`config.mk`:
```
export PLATFORM = sky130hd
export DESIGN_NAME = prio_grant_ctrl
export DESIGN_NICKNAME = d
export VERILOG_FILES = /design/src/rtl/prio_grant_ctrl.sv
export SDC_FILE = /design/constraint.sdc
export NUM_CORES = 1
export LEC_CHECK = 0
export BUFFER_PORTS_ARGS = -buffer_cell sky130_fd_sc_hd__buf_2
export CAP_MARGIN = 20
export CORE_MARGIN = 2
export CORE_UTILIZATION = 30
export CTS_CLUSTER_SIZE = 25
export DETAILED_ROUTE_END_ITERATION = 12
export GPL_TIMING_DRIVEN = 1
export PLACE_DENSITY = 0.53
export SETUP_SLACK_MARGIN = 0.15
export SYNTH_ARGS = -nofsm -noshare
export SYNTH_HDL_FRONTEND = slang
export SYNTH_SLANG_ARGS = --single-unit
```
`constraint.sdc`:
```
create_clock -name clk_i -period 1.5 [get_ports clk_i]
set_input_delay 0.375 -clock clk_i [delete_from_list [all_inputs] [get_ports clk_i]]
set_output_delay 0.375 -clock clk_i [all_outputs]
set_load 0.05 [all_outputs]
```
`src/rtl/prio_grant_ctrl.sv`:
```
// rtl/prio_grant_ctrl.sv - registered one-hot grant controller behind a priority arbiter tree
// Holds the sampled winner until it releases, with optional yield request and hold timeout.
module prio_grant_ctrl #(
    parameter int N         = 8,
    parameter int PRIO_BITS = 3,
    parameter int PREEMPT   = 1,
    parameter int MAX_HOLD  = 64,
    parameter int HOLD_W    = 16
) (
    input  logic                 clk_i,
    input  logic                 rst_i,
    input  logic                 arb_req_i,
    input  logic [$clog2(N)-1:0] arb_sel_i,
    input  logic [PRIO_BITS-1:0] arb_prio_i,
    input  logic [N-1:0]         done_i,
    output logic [N-1:0]         gnt_o,
    output logic                 gnt_valid_o,
    output logic [$clog2(N)-1:0] gnt_sel_o,
    output logic [PRIO_BITS-1:0] gnt_prio_o,
    output logic                 preempt_o,
    output logic                 timeout_o
);

    localparam int SEL_W = $clog2(N);
    localparam logic [N-1:0] ONE = {{(N-1){1'b0}}, 1'b1};

    typedef enum logic [1:0] {
        IDLE  = 2'd0,
        GRANT = 2'd1,
        GAP   = 2'd2
    } state_t;

    state_t               state_q;
    logic [N-1:0]         gnt_q;
    logic [SEL_W-1:0]     sel_q;
    logic [PRIO_BITS-1:0] prio_q;
    logic                 preempt_q;
    logic                 timeout_q;
    logic [HOLD_W-1:0]    cnt_q;

    logic holder_done;
    logic hold_expired;
    logic higher_waiting;

    assign holder_done    = done_i[sel_q];
    assign hold_expired   = (MAX_HOLD > 0) && (cnt_q == HOLD_W'(MAX_HOLD));
    assign higher_waiting = (PREEMPT != 0) && arb_req_i && (arb_prio_i < prio_q);

    always_ff @(posedge clk_i) begin
        if (rst_i) begin
            state_q   <= IDLE;
            gnt_q     <= '0;
            sel_q     <= '0;
            prio_q    <= '0;
            preempt_q <= 1'b0;
            timeout_q <= 1'b0;
            cnt_q     <= '0;
        end else begin
            timeout_q <= 1'b0;
            case (state_q)
                IDLE: begin
                    if (arb_req_i) begin
                        state_q   <= GRANT;
                        gnt_q     <= ONE << arb_sel_i;
                        sel_q     <= arb_sel_i;
                        prio_q    <= arb_prio_i;
                        preempt_q <= 1'b0;
                        cnt_q     <= HOLD_W'(1);
                    end
                end
                GRANT: begin
                    // Release takes precedence over an expiring hold in the same cycle.
                    if (holder_done) begin
                        state_q   <= GAP;
                        gnt_q     <= '0;
                        preempt_q <= 1'b0;
                        cnt_q     <= '0;
                    end else if (hold_expired) begin
                        state_q   <= GAP;
                        gnt_q     <= '0;
                        preempt_q <= 1'b0;
                        timeout_q <= 1'b1;
                        cnt_q     <= '0;
                    end else begin
                        cnt_q <= cnt_q + HOLD_W'(1);
                        if (higher_waiting) begin
                            preempt_q <= 1'b1;
                        end
                    end
                end
                GAP: begin
                    state_q <= IDLE;
                end
                default: begin
                    state_q <= IDLE;
                    gnt_q   <= '0;
                end
            endcase
        end
    end

    assign gnt_o       = gnt_q;
    assign gnt_valid_o = |gnt_q;
    assign gnt_sel_o   = sel_q;
    assign gnt_prio_o  = prio_q;
    assign preempt_o   = preempt_q;
    assign timeout_o   = timeout_q;

endmodule

```
==> results.env <==
RUN_STATUS='complete, but fails checks'
FAILING_CHECKS='negative setup slack'
DIE-WIDTH_UM=77.2
TOTAL_NUMBER_OF_VIAS=1530
TIMING_WORST_SETUP_PATH_TYPE='flop to flop'
GRT_USAGE_PCT=14.1
SYNTH.MOST_COMMON_CELL='dfxtp_1'
WORST_IR_DROP_VDD_mV=0.355
PLACED_CELL_AREA_UM2=2210
NUM-NETS-FINAL=288
LAYOUT-DRIVE-GT1-SHARE_PCT=50.7
MAPPED_CELL_AREA_UM2=1610
POWER_SWITCHING_SHARE_PCT=29.8
DETAIL_ROUTE.ITER0.VIOLATIONS=76
GRT_SETUP_UNREPAIRED='true'
TOP_CELL_TYPES_BY_OCCURRENCE_AFTER_SYNTHESIS='dfxtp_1 (34), nand2_1 (22), inv_1 (19)'
DRTPASS1ITERATIONS=4
CRITPATHMAXSTAGEDELAY_PS=520
CTS.PATH.MAX_BUFFERS=2
WORST_EP_REQUIRED_TIME_PS=1720
SYNTH.YOSYS.SEQ_AREA_SHARE_PCT=42.3
SHARE_SEQ_OF_TOTAL_POWER_PCT=45.9
SYNTH_ENABLE_FLOP_CELLS=0
DIE-HEIGHT_UM=77.2
POWER_LEAKAGE_nW=0.986
TIMING.FINAL.CRIT_SHARE_PCT=112
WORSTREGTOREGCELLS=4
DRT-VIAS-PER-INSTANCE=4.53
TRITONCTS='built'
IO-PIN-COUNT=34
HOLD_DEPTH=3
COMB_POWER_SHARE_PCT=22.8
POSTSYNTH.TOPFLOPCELL='dfxtp_1'
SYNTHTOLAYOUTAREAGROWTH_PCT=54.2
COUNT_OF_INPUT_AND_OUTPUT_BUFFERS=33
POSTSYNTHNETCOUNT=208
LARGEST_AREA_CONTRIBUTOR_IN_THE_SYNTHESIZED_NETLIST='dfxtp_1'
NUMBER_OF_CELLS_AFTER_DETAILED_PLACEMENT=326
FILLER_CELL_COUNT=527
CRIT_CHAIN='mux4_2 > mux2i_4 > and2_4 > a32o_1'
POWERDENSITY_nW_PER_UM2=841
HTREEDEPTH=2
ROUTEDWLPERCELL_UM=11.5
CLOCK_SKEW_PS=9.26
COREAREA_UM2=5140
CLK_SINK_COUNT=34
LAYOUT.CELLS.NON_FILLER=338
ROUTE.FINAL.WIRE_LENGTH_UM=3900
SYNTHESIS.INSTANCES=187
ANTENNA-DIODE-COUNT=0
CP_TOP_FAMILY='multiplexers'
HOLDWS_PS=322
WORST_SKEW_PAIR.LATE_LATENCY_PS=290
GRT_START_MAX_NET_PINS=12
DETAIL_ROUTE.DRC_VIOLATIONS=0
SYNTH_UNIQUE_CELLS=43
FLOORPLAN.INITIALDENSITY_PCT=31.3
CLOCK_POWER_SHARE_PCT=31.3
REPORT.FINAL.HOLD_VIOL_COUNT=0
GP_ROUTABILITY_CONGESTION=0.727
CP-END-KIND='flop'
FINAL-SETUP-VIOL-COUNT=29
MAXSLEWVIOLCOUNT=0
CTS.REPORTEDPATHS.CLKPINSLEW_PS=70
CRIT_BUF_INV=0
OVERFLOW=0
HOLD_BUFFERS=0
ASYNCSETRESETFLOPFRACSYNTH_PCT=0
DRV_CAP=0
CTS_BUFFERS=5
FIRST_GLOBAL_VIAS=1457
SLEW_HEADROOM_PCT=75.0
YOSYS_WARNINGS=0
MIN_PATH_TYPE='primary input to flop'
WORSTPATHMAXFANOUT=5
CRIT_SLOWEST_CELL='mux4_2'
FINAL.MIN_CLOCK_PERIOD_PS=1680
HPWL_UM=2900
ANT_NETS=0
DIE_AREA_UM2=5970
SYNTHTOPCELLSBYAREA='dfxtp_1 (42%), nand2_1 (5.1%), inv_1 (4.4%)'
DESIGN_AREA_UM2=2480
START_KIND='flop'
POSTSYNTHREGISTERBITS=34
GRT_ANTENNA_BEFORE_REPAIR=0
ROWS=26
CTS-ROOT-BUF='clkbuf_8'
SYN_AREA_PER_CELL_UM2=8.60
WORST_MARGIN_SLEW_PS=373
GLOBAL_ROUTE_WIRE_LENGTH_BEFORE_REPAIR_UM=6700
POWER_SWITCHING_uW=621
NUMBER_OF_STAGES_ON_THE_WORST_SETUP_PATH=4
TOP_CELL_TYPE_S_SHARE_OF_SYNTHESIZED_AREA_PCT=42.3
FIN_SETUP_TNS_PS=-3320
FMAXACHIEVABLE_GHz=0.595
INTERNAL_POWER_mW=1.47
WORST-ENDPOINT-ARRIVAL_PS=1900
SETUP_WS_PS=-181
metrics by stage:
step                power [mW]  setup WS, ps  utilization [%]
floorplan                 1.23          -149                -
global placement          1.37          -203             43.1
detailed placement        1.37          -232             43.1
CTS                       2.10          -144             47.3
global route              2.21          -214             48.3
finish                    2.09          -181             48.3
metal layers:
layer	vias up	part of all wire, %	GRT usage (%)	routed length, um
met5	-	0	0	0
met4	0	0.97	5.36	38
met3	4	3.0	3.88	119
met2	20	46	21.2	1800
met1	692	50	19.1	1940
li1	814	-	-	-
worst paths after layout:
path | start | to | slack [ps]
max | gnt_sel_o[0]$_SDFFE_PP0P_ | cnt_q[1]$_SDFFE_PP0P_ | -180
min | arb_prio_i[0] | gnt_prio_o[0]$_SDFFE_PP0P_ | 320
max reg2reg | gnt_sel_o[0]$_SDFFE_PP0P_ | cnt_q[1]$_SDFFE_PP0P_ | -180
min reg2reg | preempt_o$_SDFFE_PP0P_ | preempt_o$_SDFFE_PP0P_ | 460
cell usage in the layout (no fill, tap or decap), types with 2 or more instances in the layout:
| master | instances |
|---|---|
| dfxtp_2 | 15 |
| o21ai_0 | 3 |
| nor3_1 | 6 |
| buf_6 | 7 |
| nand4_1 | 4 |
| o21ai_1 | 6 |
| o22ai_1 | 2 |
| or3_1 | 3 |
| buf_2 | 28 |
| a21oi_1 | 7 |
| ha_1 | 3 |
| dfxtp_1 | 18 |
| nor2_2 | 4 |
| or4_4 | 2 |
| xnor2_1 | 5 |
| nand2_2 | 2 |
| nand2_1 | 20 |
| or3_4 | 2 |
| buf_4 | 42 |
| nor4_1 | 4 |
| nand3_1 | 5 |
| xor2_1 | 4 |
| nor2_1 | 8 |
| mux4_2 | 2 |
| a32o_1 | 2 |
| clkinv_2 | 2 |
| inv_1 | 19 |
| clkbuf_8 | 5 |
| nor4_4 | 2 |
| a31oi_4 | 2 |
| a21oi_2 | 6 |
flip-flops by register name (all words and copies together) (netlist names):
signal / cells
timeout_o: 1
gnt_o: 8
gnt_prio_o: 3
state_q: 2
preempt_o: 1
cnt_q: 16
gnt_sel_o: 3
cells by family after synthesis:
family,count (synthesis),share of synthesized area [%]
flip-flops,34,42.3
XOR/XNOR,9,4.90
multiplexers,3,4.20
adder cells (fa/ha/maj),4,3.11
buffers and inverters,24,5.68
AND/OR/NAND/NOR,77,25.5
AO/OA/AOI/OAI,36,14.3
worst register-to-register path, cell delays in order (launching register included):
cell and delay [ps]:
dfxtp_4 370, mux4_2 520, mux2i_4 300, and2_4 240, a32o_1 180
cell type report:
class / count / area, um^2 / share of cell area, %
multi-input combinational: 129 / 995 / 40.1
sequential: 34 / 703 / 28.3
timing repair buffer: 78 / 542 / 21.8
tap: 70 / 87.6 / 3.53
clock buffer: 6 / 72.6 / 2.92
inverter: 19 / 71.3 / 2.87
clock inverter: 2 / 10.0 / 0.403
power groups by stage:
stage / logic (mW) / registers (mW) / clock network, mW
global placement: 0.396 / 0.975 / 0
detailed placement: 0.397 / 0.976 / 0
CTS: 0.454 / 0.958 / 0.690
floorplan: 0.186 / 1.04 / 0
finish: 0.476 / 0.958 / 0.654
global route: 0.515 / 0.962 / 0.732
timing repair:
item | CTS | global route
buffers inserted | 3 | 1
pin swaps | 6 | 4
gates resized for setup | 30 | 15
endpoints found under the setup margin | 37 | 34
Power figures use the tool's default switching activity.
